### config.mk
export PLATFORM = sky130hd
export DESIGN_NAME = uart_alu_frame_ctrl
export DESIGN_NICKNAME = d
export VERILOG_FILES = /design/src/rtl/uart_alu_pkg.sv /design/src/rtl/uart_frame_timer.sv /design/src/rtl/uart_alu_frame_ctrl.sv
export SDC_FILE = /design/constraint.sdc
export NUM_CORES = 1
export LEC_CHECK = 0
export BUFFER_PORTS_ARGS = -buffer_cell sky130_fd_sc_hd__buf_4
export CAP_MARGIN = 15
export CORE_ASPECT_RATIO = 1.1
export CORE_MARGIN = 3
export CORE_UTILIZATION = 45
export CTS_BUF_LIST = sky130_fd_sc_hd__clkbuf_16
export DETAILED_ROUTE_END_ITERATION = 8
export GPL_ROUTABILITY_DRIVEN = 0
export PLACE_DENSITY = 0.69
export RECOVER_POWER = 100
export SLEW_MARGIN = 40
export SYNTH_ARGS = -nofsm -noshare
export SYNTH_HDL_FRONTEND = slang
export SYNTH_SLANG_ARGS = --single-unit
### constraint.sdc
create_clock -name clk -period 4.31 [get_ports clk]
set_clock_uncertainty 0.1 [all_clocks]
set_input_delay 0.431 -clock clk [delete_from_list [all_inputs] [get_ports clk]]
set_output_delay 0.431 -clock clk [all_outputs]
set_load 0.02 [all_outputs]
### src/rtl/uart_alu_pkg.sv
// +---------------------------------------------------------------------------+
// | uart_alu_pkg : shared state encoding and defaults for the UART/ALU framer |
// | Rev 1.0                                                                   |
// +---------------------------------------------------------------------------+
`default_nettype none

package uart_alu_pkg;

   localparam int unsigned STATE_W       = 3;
   localparam int unsigned DEF_BUS_SIZE  = 8;
   localparam int unsigned DEF_RES_BYTES = 2;
   localparam int unsigned RES_W         = DEF_RES_BYTES * DEF_BUS_SIZE;
   localparam logic [7:0]  DEF_SYNC_BYTE = 8'hA5;

   typedef enum logic [STATE_W-1:0] {
      ST_IDLE   = 3'd0,
      ST_GET_A  = 3'd1,
      ST_GET_B  = 3'd2,
      ST_GET_OP = 3'd3,
      ST_EXEC   = 3'd4,
      ST_SEND   = 3'd5
   } state_e;

   // Width of an index over n items; never narrower than one bit.
   function automatic int unsigned idx_width(input int unsigned n);
      return (n > 1) ? $clog2(n) : 1;
   endfunction

endpackage

`default_nettype wire

### src/rtl/uart_frame_timer.sv
// +---------------------------------------------------------------------------+
// | uart_frame_timer : inter-byte idle counter, expires after TIMEOUT_CYC     |
// | Rev 1.0                                                                   |
// +---------------------------------------------------------------------------+
`default_nettype none

module uart_frame_timer #(
   parameter int unsigned TIMEOUT_CYC = 50000
) (
   input  logic clk,
   input  logic reset,
   input  logic i_clr,
   input  logic i_en,
   output logic o_expire
);

   if (TIMEOUT_CYC == 0) begin : g_no_timer
      logic w_unused;
      assign w_unused = &{1'b0, clk, reset, i_clr, i_en};
      assign o_expire = 1'b0;
   end else begin : g_timer
      localparam int unsigned TW = $clog2(TIMEOUT_CYC + 1);
      localparam logic [TW-1:0] LAST = TW'(TIMEOUT_CYC - 1);

      logic [TW-1:0] cnt_q;
      logic [TW-1:0] cnt_d;

      // The TIMEOUT_CYC-th consecutive idle cycle is the one that expires.
      assign o_expire = i_en && !i_clr && (cnt_q == LAST);

      always_comb begin
         cnt_d = cnt_q;
         if (i_clr) begin
            cnt_d = '0;
         end else if (i_en) begin
            cnt_d = o_expire ? '0 : cnt_q + TW'(1);
         end
      end

      always_ff @(posedge clk) begin
         if (!reset) begin
            cnt_q <= '0;
         end else begin
            cnt_q <= cnt_d;
         end
      end
   end

endmodule

`default_nettype wire

### src/rtl/uart_alu_frame_ctrl.sv
// +---------------------------------------------------------------------------+
// | uart_alu_frame_ctrl : RX frame collector -> ALU -> multi-byte TX streamer |
// | Rev 1.0                                                                   |
// +---------------------------------------------------------------------------+
`default_nettype none

module uart_alu_frame_ctrl
   import uart_alu_pkg::*;
#(
   parameter int unsigned          BUS_SIZE    = DEF_BUS_SIZE,
   parameter int unsigned          OP_SIZE     = 6,
   parameter int unsigned          RES_BYTES   = DEF_RES_BYTES,
   parameter int unsigned          USE_SYNC    = 1,
   parameter logic [BUS_SIZE-1:0]  SYNC_BYTE   = BUS_SIZE'(DEF_SYNC_BYTE),
   parameter int unsigned          TIMEOUT_CYC = 50000
) (
   input  logic                          clk,
   input  logic                          reset,
   input  logic [BUS_SIZE-1:0]           i_rx_data,
   input  logic                          i_rx_empty,
   output logic                          o_rd,
   input  logic                          i_tx_full,
   output logic                          o_wr,
   output logic [BUS_SIZE-1:0]           o_tx_data,
   output logic [BUS_SIZE-1:0]           o_op_a,
   output logic [BUS_SIZE-1:0]           o_op_b,
   output logic [OP_SIZE-1:0]            o_op_code,
   input  logic [RES_BYTES*BUS_SIZE-1:0] i_alu_result,
   output logic                          o_busy,
   output logic                          o_frame_done,
   output logic                          o_timeout
);

   localparam int unsigned CNT_W = idx_width(RES_BYTES);

   state_e                             state_q, state_d;
   logic [BUS_SIZE-1:0]                op_a_q, op_a_d;
   logic [BUS_SIZE-1:0]                op_b_q, op_b_d;
   logic [OP_SIZE-1:0]                 op_code_q, op_code_d;
   logic [RES_BYTES-1:0][BUS_SIZE-1:0] result_q, result_d;
   logic [CNT_W-1:0]                   byte_cnt_q, byte_cnt_d;
   logic                               timeout_q, timeout_d;

   logic w_get;
   logic w_rd;
   logic w_wr;
   logic w_last;
   logic w_expire;

   assign w_get  = (state_q == ST_GET_A) || (state_q == ST_GET_B) || (state_q == ST_GET_OP);
   // Without sync hunting, IDLE only watches the FIFO; GET_A performs the first pop.
   assign w_rd   = reset && !i_rx_empty &&
                   (w_get || ((state_q == ST_IDLE) && (USE_SYNC != 0)));
   assign w_wr   = reset && (state_q == ST_SEND) && !i_tx_full;
   assign w_last = (byte_cnt_q == CNT_W'(RES_BYTES - 1));

   uart_frame_timer #(
      .TIMEOUT_CYC (TIMEOUT_CYC)
   ) u_timer (
      .clk      (clk),
      .reset    (reset),
      .i_clr    (!w_get || w_rd),
      .i_en     (w_get && i_rx_empty),
      .o_expire (w_expire)
   );

   always_comb begin
      state_d    = state_q;
      op_a_d     = op_a_q;
      op_b_d     = op_b_q;
      op_code_d  = op_code_q;
      result_d   = result_q;
      byte_cnt_d = byte_cnt_q;
      timeout_d  = 1'b0;
      case (state_q)
         ST_IDLE: begin
            if (USE_SYNC != 0) begin
               if (w_rd && (i_rx_data == SYNC_BYTE)) begin
                  state_d = ST_GET_A;
               end
            end else if (!i_rx_empty) begin
               state_d = ST_GET_A;
            end
         end
         ST_GET_A: begin
            if (w_rd) begin
               op_a_d  = i_rx_data;
               state_d = ST_GET_B;
            end else if (w_expire) begin
               state_d   = ST_IDLE;
               timeout_d = 1'b1;
            end
         end
         ST_GET_B: begin
            if (w_rd) begin
               op_b_d  = i_rx_data;
               state_d = ST_GET_OP;
            end else if (w_expire) begin
               state_d   = ST_IDLE;
               timeout_d = 1'b1;
            end
         end
         ST_GET_OP: begin
            if (w_rd) begin
               op_code_d = i_rx_data[OP_SIZE-1:0];
               state_d   = ST_EXEC;
            end else if (w_expire) begin
               state_d   = ST_IDLE;
               timeout_d = 1'b1;
            end
         end
         ST_EXEC: begin
            result_d   = i_alu_result;
            byte_cnt_d = '0;
            state_d    = ST_SEND;
         end
         ST_SEND: begin
            if (w_wr) begin
               byte_cnt_d = byte_cnt_q + CNT_W'(1);
               if (w_last) begin
                  state_d = ST_IDLE;
               end
            end
         end
         default: begin
            state_d = ST_IDLE;
         end
      endcase
   end

   always_ff @(posedge clk) begin
      if (!reset) begin
         state_q    <= ST_IDLE;
         op_a_q     <= '0;
         op_b_q     <= '0;
         op_code_q  <= '0;
         result_q   <= '0;
         byte_cnt_q <= '0;
         timeout_q  <= 1'b0;
      end else begin
         state_q    <= state_d;
         op_a_q     <= op_a_d;
         op_b_q     <= op_b_d;
         op_code_q  <= op_code_d;
         result_q   <= result_d;
         byte_cnt_q <= byte_cnt_d;
         timeout_q  <= timeout_d;
      end
   end

   assign o_rd         = w_rd;
   assign o_wr         = w_wr;
   assign o_tx_data    = result_q[byte_cnt_q];
   assign o_op_a       = op_a_q;
   assign o_op_b       = op_b_q;
   assign o_op_code    = op_code_q;
   assign o_busy       = (state_q != ST_IDLE);
   assign o_frame_done = w_wr && w_last;
   assign o_timeout    = timeout_q;

endmodule

`default_nettype wire
==> results of run 1 <==
==> cells by family after synthesis <==
family	count (synthesis)	synth area share [%]
AOI/OAI and AO/OA	49	12.6
xor gates and xnor gates	8	2.70
adders and majority gates	1	0.482
buffers and inverters	20	3.42
DFF	59	45.5
muxes	22	8.86
and+or+nand+nor	133	26.4
==> layer usage <==
layer / track usage, % / wire length (µm) / vias up
li1: - / - / 1145
met1: 23.9 / 2790 / 1007
met2: 27.0 / 2630 / 70
met3: 4.10 / 365 / 19
met4: 11.6 / 136 / 0
met5: 0 / 0 / -
==> worst max-delay path: cells and delay by family, from the launching register on <==
family,cells,cell delay (ns)
flops,1,0.37
fa+ha+maj,1,0.20
simple gates,2,0.51
compound gates,2,1.57
==> report_power, final <==
group	internal, mW	total, mW	switching, mW
clock network	0.439	0.676	0.237
logic	0.0218	0.0411	0.0192
registers	0.547	0.547	0.000518
total	1.01	1.26	0.257
==> flip-flops by register name, summed over array words and instances (netlist names) <==
signal and count:
byte_cnt_q 1, o_op_code 6, state_q 3, o_op_a 8
u_timer.g_timer.cnt_q 16, o_op_b 8, result_q 16, o_timeout 1
==> path summary, 6_finish.rpt <==
kind | end | from | cells after the start | slack (ns)
max | u_timer.g_timer.cnt_q[7] | u_timer.g_timer.cnt_q[0] | 5 | 1.37
min | result_q[6] | i_alu_result[6] | 3 | 0.26
max reg2reg | u_timer.g_timer.cnt_q[7] | u_timer.g_timer.cnt_q[0] | 5 | 1.37
min reg2reg | result_q[6] | result_q[6] | 2 | 0.35
==> cell type report <==
class,instances,area [µm²]
Clock buffer,9,225
Fill cell,534,2270
Timing Repair Buffer,63,338
Inverter,4,15.0
Sequential cell,59,1180
Multi-Input combinational cell,213,1320
Tap cell,75,93.8
Clock inverter,7,60.1
==> per-stage QoR <==
step                instance area (µm²)  utilization [%]  total power, mW  hold WS [ns]
floorplan                          2600                -            0.573         0.330
global placement                   3090             56.2            0.601         0.340
detailed placement                 3090             56.2            0.601         0.345
CTS                                3380             61.4             1.28         0.252
global route                       3230             58.8             1.30         0.265
finish                             3230             58.8             1.26         0.259
==> cells in the mapped netlist, types with 2 or more instances <==
cell,number
sky130_fd_sc_hd__a21boi_0,6
sky130_fd_sc_hd__buf_2,5
sky130_fd_sc_hd__o21ai_0,2
sky130_fd_sc_hd__nor3_1,3
sky130_fd_sc_hd__mux2_2,8
sky130_fd_sc_hd__xor2_1,4
sky130_fd_sc_hd__and3_1,2
sky130_fd_sc_hd__nor3b_1,2
sky130_fd_sc_hd__and2_1,3
sky130_fd_sc_hd__or4_1,4
sky130_fd_sc_hd__nor4bb_1,4
sky130_fd_sc_hd__inv_1,4
sky130_fd_sc_hd__nor2b_1,12
sky130_fd_sc_hd__xnor2_1,4
sky130_fd_sc_hd__or2_1,2
sky130_fd_sc_hd__and4b_1,2
sky130_fd_sc_hd__o31ai_1,4
sky130_fd_sc_hd__nand4_1,5
sky130_fd_sc_hd__nand3_1,15
sky130_fd_sc_hd__a21oi_1,18
sky130_fd_sc_hd__a21boi_1,8
sky130_fd_sc_hd__a31oi_1,3
sky130_fd_sc_hd__mux2i_1,14
sky130_fd_sc_hd__or3_1,2
sky130_fd_sc_hd__dfxtp_1,59
sky130_fd_sc_hd__clkbuf_1,9
sky130_fd_sc_hd__nor2_1,18
sky130_fd_sc_hd__nand2_1,49
sky130_fd_sc_hd__nor4_1,3
sky130_fd_sc_hd__nand3b_1,2
==> impl.org, run 1 <==
** Die
- The region available for standard cell placement spans 5500 µm².
- Measured along the y axis, the die boundary spans 85.7 µm.
- The floorplan has 28 rows.
- From left edge to right edge, the die measures 78.4 µm.
- In this run the count of I/O pins placed on the die edge is 63.
- Initial core utilization :: 47.2%
- Total Die Area :: 6720 µm²

** Worst setup path
- Data arrival at the endpoint of the critical path :: 2.97 ns
- The largest single stage delay on the critical path is 1.40 ns.
- The slowest stage of the critical path belongs to the cell sky130_fd_sc_hd__o21ai_0.
- Element type at the critical path start :: flip-flop
- Largest fanout on the critical path :: 16
- Walking the worst path, the cells encountered are ha_1 -> o211ai_1 -> or2_0 -> o21ai_0 -> nor2_1.
- STA classifies the critical path endpoint as a flip-flop.
- Setup CP Type :: reg2reg
- At the worst endpoint, the required time is 4.34 ns.

** Clock network
- CTS Hold Buffers Added :: 0
- CTS tree :: done
- The clock passes through at most 2 buffers.
- # H-tree levels :: 3
- The cell sitting at the root of the clock tree is a sky130_fd_sc_hd__clkbuf_16.
- Clock-pin slew was measured on the worst setup and hold paths at 0.05 ns.
- Clock tree synthesis found a total of 59 sinks.
- Once the clock tree was built, the setup fixing pass inserted 0 buffers.
- TritonCTS created 9 clock buffers.
- Clock latency on the worst-skew pair, taken at its later pin, is 0.32 ns.
- Post-cts repair resize count :: 0

** Synthesis
- Ys Warns :: 0
- Post-synth EDFFs :: 0
- After synthesis, the share of flip-flops with an asynchronous set or reset is 0%.
- In this run the cell area of the synthesized design comes to 2600 µm².
- After synthesis, the cell types taking the most area are sky130_fd_sc_hd__dfxtp_1 45%, sky130_fd_sc_hd__nand2_1 7.1%, sky130_fd_sc_hd__mux2i_1 5.4%, sky130_fd_sc_hd__a21oi_1 3.5%, sky130_fd_sc_hd__mux2_2 3.5%.
- Net count after synthesis :: 321
- Mapped Avg Cell Area :: 8.90 µm²
- Sequential cell area fraction in the yosys report :: 45.5%
- Count of distinct cell types in the synthesized netlist :: 46
- The top cell type by area accounts for 45.5% of the synthesized area.
- In the synthesized netlist the dominant register cell turns out to be sky130_fd_sc_hd__dfxtp_1.
- Number of standard cells after synthesis :: 292
- Summed over all instances, the cell type with the most area after synthesis is sky130_fd_sc_hd__dfxtp_1.
- Synthesized flop and latch total :: 59

** Layout
- Most frequent cells in the layout :: 59 x sky130_fd_sc_hd__dfxtp_1, 49 x sky130_fd_sc_hd__nand2_1, 36 x sky130_fd_sc_hd__clkbuf_1
- Share of layout cells above drive strength 1 :: 14.1%
- 0 antenna diodes ended up in the layout.
- Nets :: 379
- Leaving out fill and tap cells, the most frequent cell in the layout is sky130_fd_sc_hd__dfxtp_1.
- Non-filler instance count after layout :: 430
- From synthesis to final layout, the design area changed by 24.4%.

** STA
- The number of max-slew violations in the final report was 17.
- Setup_tns :: 0 ns
- The worst path in the final design needs a cycle of 2.94 ns, including I/O delays and setup.
- For this run, the top clock speed supported by timing is 0.340 GHz.
- Final setup violation count :: 0
- In this run the tightest slew margin relative to its limit is -17.7%.
- Share of the clock period used by the worst path after layout :: 68.2%
- Once routing completed, OpenROAD measured the worst setup slack at 1.37 ns.
- Transition time at the pin with the least slew margin :: 1.75 ns
- The hold violation count in the final report was 0.
- RSZ-0062 raised after global routing :: false

** Global route
- First-pass GRT wire length :: 9620 µm
- The via count of the first global-routing pass was 2054.
- Overall routing resource usage :: 18.2%
- Maximum number of pins on one net before global-route repair :: 30
- The number of antenna violations at the first check in global routing came to 0.
- Global route overflow :: 0

** Outcome
- The run finished, with violations left.
- Failing checks :: max-capacitance violations, max-slew violations

** Power and ir drop
- Maximum VDD drop :: 0.261 mV
- Power density over the cells :: 391 nW/µm²
- For this design the static power due to leakage is 1.17 nW.

** Placed design
- Timing analysis after detailed placement gives a worst setup slack of 2.05 ns.
- Detailed placement ended at an HPWL of 3990 µm.
- Counting tap cells, the placed design contains a total of 414 instances.
- Buffers placed on the I/O ports in this run total 62.

** Routing
- After the first detailed-routing iteration, the DRC count stood at 89.
- Overall routed net length :: 5910 µm
- The detail route stage leaves a number of antenna-violating nets equal to 0.
- Dividing the detail-routed via count by the number of cells gives 5.21.
- Routed wirelength normalized by instance count :: 13.8 µm
- For this run, design rule violations remaining after detail routing come to 0.
- Routed vias :: 2241
- The first detailed-routing pass took 4 iterations.

** Min path
- Kind of path behind the tightest hold check :: in2reg

** Flow run
- Max-cap violations in this run came to 1.
No activity file was read; power rests on OpenSTA's default activity.
==> run 2, diff against run 1 <==
ABC_AREA = 1   (was not set)
clock period = 2.79 ns   (was 4.31 ns; I/O delays follow)
==> run 2 against run 1 <==
  * The run now ends clean
  * Hold slack got worse by 0.14 ns
  * Critical path type is now reg2out
  * Synthesized cell count increased by 31%
  * Wire length increased by 11%
  * Via count increased by 17%
  * Sequential power increased by 62%
  * Clock-buffer cell count unchanged
  * Highest routed layer unchanged
  * Die area increased by 5.1%
  * Global-route usage increased by 1.6 points
  * Utilization decreased by 1.6 points
  * Largest cell class unchanged
==> impl.org, run 2 <==
** Global route
- The overall overflow remaining after global route came to 0 (unchanged).
- Overall routing resource usage :: 19.8% (+1.6 points)
- Maximum number of pins on one net before global-route repair :: 42 (+40%)
- Number of antenna violations at the first check in global routing :: 0 (unchanged)
- First-pass GRT wire length :: 11000 µm (+15%)
- Vias in the first global route :: 2464 (+20%)

** Worst setup path
- The critical path required time is 2.41 ns (-1.93 ns).
- The worst setup path is of the reg2out kind.
- Data arrival at the endpoint of the critical path :: 1.74 ns (-1.23 ns)
- The largest individual stage delay along the critical path comes from the cell sky130_fd_sc_hd__dfxtp_1.
- Cells traversed along the worst timing path :: clkinv_1 -> nor3_1 -> clkbuf_1
- Crit end category :: primary output
- The largest stage delay on the critical path came to 0.55 ns (-0.85 ns).
- Largest fanout on the critical path :: 12 (-4)
- The worst setup path is launched from a flip-flop.

** Synthesis
- The cell count after synthesis was 383 (+31%).
- Most common cell in the netlist :: sky130_fd_sc_hd__nor2_1
- The fraction of post-synthesis cell area in the top cell type by area came to 43.1% (-2.4 points).
- Synthesized flop and latch total :: 59 (unchanged)
- Largest area contributor in the netlist :: sky130_fd_sc_hd__dfxtp_1
- Among all flip-flop cells after synthesis, the most frequent one is sky130_fd_sc_hd__dfxtp_1.
- Post-synth EDFFs :: 0 (unchanged)
- Ys Warns :: 0 (unchanged)
- Count of distinct cell types in the synthesized netlist :: 34 (-26%)
- The share of synthesized registers carrying an async set or reset was 0% (unchanged).
- In the synthesized netlist, the cells that appear most often are 90 x sky130_fd_sc_hd__nor2_1, 69 x sky130_fd_sc_hd__nand2_1, 59 x sky130_fd_sc_hd__dfxtp_1.
- Sequential cell area fraction in the yosys report :: 43.1% (-2.4 points)
- Net count after synthesis :: 412 (+28%)
- After synthesis, the cell types taking the most area are sky130_fd_sc_hd__dfxtp_1 43%, sky130_fd_sc_hd__nor2_1 12%, sky130_fd_sc_hd__nand2_1 9.4%, sky130_fd_sc_hd__o21ai_0 6.9%, sky130_fd_sc_hd__a21oi_1 4.0%.
- Mapped Avg Cell Area :: 7.16 µm² (-20%)
- The combined area of all synthesized cells came to 2740 µm² (+5.5%).

** Die
- The boundary pin count was 63 (unchanged).
- Core Rows :: 29 (+3.6%)
- Die X :: 80.4 µm (+2.5%)
- The area of the die came to 7070 µm² (+5.1%).
- The initial cell density of the core is 46.9% (-0.30 points).
- The area inside the core boundary was 5840 µm² (+6.2%).
- The chip height is 87.9 µm (+2.5%).

** STA
- The headroom to the max-slew limit is 60.5% (+78 points).
- The number of failing setup endpoints in the final timing report was 0 (unchanged).
- Of the available clock period, the critical path in the final layout requires 75.8%.
- The total negative slack was 0 ns (unchanged).
- Minimum hold slack :: 0.115 ns (-0.144 ns)
- The hold violation count in the final report is 0 (unchanged).
- Shortest clock period the worst path allows after layout :: 2.12 ns
- Upper clock frequency limit :: 0.473 GHz
- RSZ-0062 raised after global routing :: false
- The number of max-slew violations in the final report was 0 (-17).
- Transition time at the pin with the least slew margin :: 0.591 ns (-1.16 ns)

** Clock network
- Maximum count of clock buffers along a single path :: 2 (unchanged)
- Clock Root Buffer :: sky130_fd_sc_hd__clkbuf_16
- The number of buffers added to fix hold violations after cts came to 0 (unchanged).
- Setup fix buffers added after clock tree synthesis :: 0 (unchanged)
- CTS tree :: done
- TritonCTS sink count :: 59 (unchanged)
- The clock latency on the worst-skew pair came to 0.32 ns (about the same).
- The clock-pin slew of the registers on the worst-case setup and hold paths came to 0.05 ns (about the same).
- The number of H-tree levels was 3 (unchanged).
- The number of buffers added by the clock tree synthesis step was 9 (unchanged).
- The number of resized instances in the post-cts repair step is 0 (unchanged).

** Power and ir drop
- Power density over the cells :: 651 nW/µm² (+67%)
- Switching power as a share of total power :: 25.2% (+4.9 points)
- The net switching power is 0.548 mW (+110%).
- Portion of total power attributed to the clock network :: 48.1% (-5.4 points)
- The power share of the sequential group was 40.8% (-2.5 points).
- The static leakage power is 1.32 nW (+13%).
- The cell-internal power is 1.63 mW (+61%).
- The worst supply voltage drop on vdd came to 0.323 mV (+24%).
- The total design power came to 2.17 mW (+72%).
- The combinational cell fraction of total power came to 11.2% (+8.0 points).

** Routing
- The detailed-route DRC error count came to 0 (unchanged).
- The residual antenna-violating net count after detailed routing came to 0 (unchanged).
- Detail-routed via count per cell :: 4.98 (-4.4%)
- The DRC marker count from the first detailed-route iteration was 117 (+31%).
- Detailed-routing iteration count for the pre-antenna-repair pass :: 4 (unchanged)
- The per-cell routed wire length was 12.4 µm (-9.8%).
- The wire length after detailed routing came to 6540 µm (+11%).
- Routed vias :: 2625 (+17%)

** Layout
- The library cells used most frequently in the layout, excluding fill and tap cells, are 93 x sky130_fd_sc_hd__nor2_1, 74 x sky130_fd_sc_hd__nand2_1, 59 x sky130_fd_sc_hd__dfxtp_1.
- The largest registers in the layout are result_q x16, u_timer.g_timer.cnt_q x16.
- The count of antenna diodes in the layout came to 0 (unchanged).
- Most common library cell in the layout ignoring fill and taps :: sky130_fd_sc_hd__nor2_1
- The number of nets in the finished design came to 474 (+25%).
- The post-layout instance area was 3340 µm² (+3.3%).
- Layout-stage area growth over the synthesis result :: 21.8%
- The share of post-route cells with drive strength above 1 is 12.9% (-1.2 points).

** Placed design
- Post-detailed-placement half-perimeter wirelength :: 4790 µm (+20%)
- The standard cell area after detailed placement is 3250 µm² (+5.0%).
- The number of input and output port buffers inserted came to 62 (unchanged).

** Flow run
- Number of max-cap violations :: 0 (-1)

** Min path
- Kind of path behind the tightest hold check :: in2reg

** Outcome
- Run status :: completed
-- run 2: cell types whose count changed after synthesis, moves of 8 or more --
| cell | previous run | this run |
|---|---|---|
| sky130_fd_sc_hd__inv_1 | 4 | 29 |
| sky130_fd_sc_hd__nand2_1 | 49 | 69 |
| sky130_fd_sc_hd__mux2_2 | 8 | 0 |
| sky130_fd_sc_hd__mux2i_1 | 14 | 0 |
| sky130_fd_sc_hd__nor2b_1 | 12 | 0 |
| sky130_fd_sc_hd__a21boi_1 | 8 | 0 |
| sky130_fd_sc_hd__o21ai_0 | 2 | 38 |
| sky130_fd_sc_hd__nor2_1 | 18 | 90 |
-- run 2: power groups by stage --
| stage | combinational [mW] | sequential, mW | clock, mW |
|---|---|---|---|
| 5_1_grt | 0.279 | 0.890 | 1.11 |
| 3_5_place_dp | 0.283 | 0.904 | 0 |
| 2_1_floorplan | 0.166 | 0.919 | 0 |
| 6_report | 0.243 | 0.887 | 1.05 |
| 3_3_place_gp | 0.283 | 0.904 | 0 |
| 4_1_cts | 0.285 | 0.887 | 1.06 |
-- run 2: final cells by class --
type,instances,area [µm²]
Tap cell,77,96.3
Timing Repair Buffer,62,338
Multi-Input combinational cell,277,1290
Inverter,36,143
Clock buffer,9,225
Sequential cell,59,1180
Clock inverter,7,60.1
Fill cell,597,2500
-- run 2: logic make-up after synthesis --
logic type / Yosys count / synth area share (%)
AND/OR/NAND/NOR: 202 / 34.1
AO/OA/AOI/OAI: 71 / 14.1
flip-flops: 59 / 43.1
buffers and inverters: 47 / 7.30
XOR/XNOR: 3 / 0.959
adder cells (fa/ha/maj): 1 / 0.456
-- run 2: critical path: cells and delay by family, from the launching register on --
kind / cells / cell delay [ns]
buffers and inverters: 2 / 0.60
AND/OR/NAND/NOR: 1 / 0.26
flip-flops: 1 / 0.55
-- run 2: routing by layer --
metal | vias to the layer above | GRT usage (%) | wire length (µm)
met5 | - | 0 | 0
met4 | 0 | 7.99 | 114
met3 | 11 | 4.63 | 392
met2 | 73 | 31.8 | 2990
met1 | 1178 | 25.8 | 3040
li1 | 1363 | - | -
-- run 2: worst paths after layout --
| kind | startpoint | endpoint | slack, ns | depth (start not counted) |
|---|---|---|---|---|
| max | byte_cnt_q | o_frame_done | 0.67 | 3 |
| min | i_alu_result[15] | result_q[15] | 0.11 | 3 |
| max reg2reg | state_q[0] | u_timer.g_timer.cnt_q[10] | 0.69 | 9 |
| min reg2reg | result_q[1] | result_q[1] | 0.38 | 2 |
-- run 2: metrics by stage --
stage	cells	setup slack, ns	utilization (%)
after floorplan	383	1.18	-
after global placement	511	0.923	55.6
after detailed placement	511	0.813	55.6
after CTS	527	0.733	60.4
after global routing	527	0.339	57.1
final	527	0.674	57.1
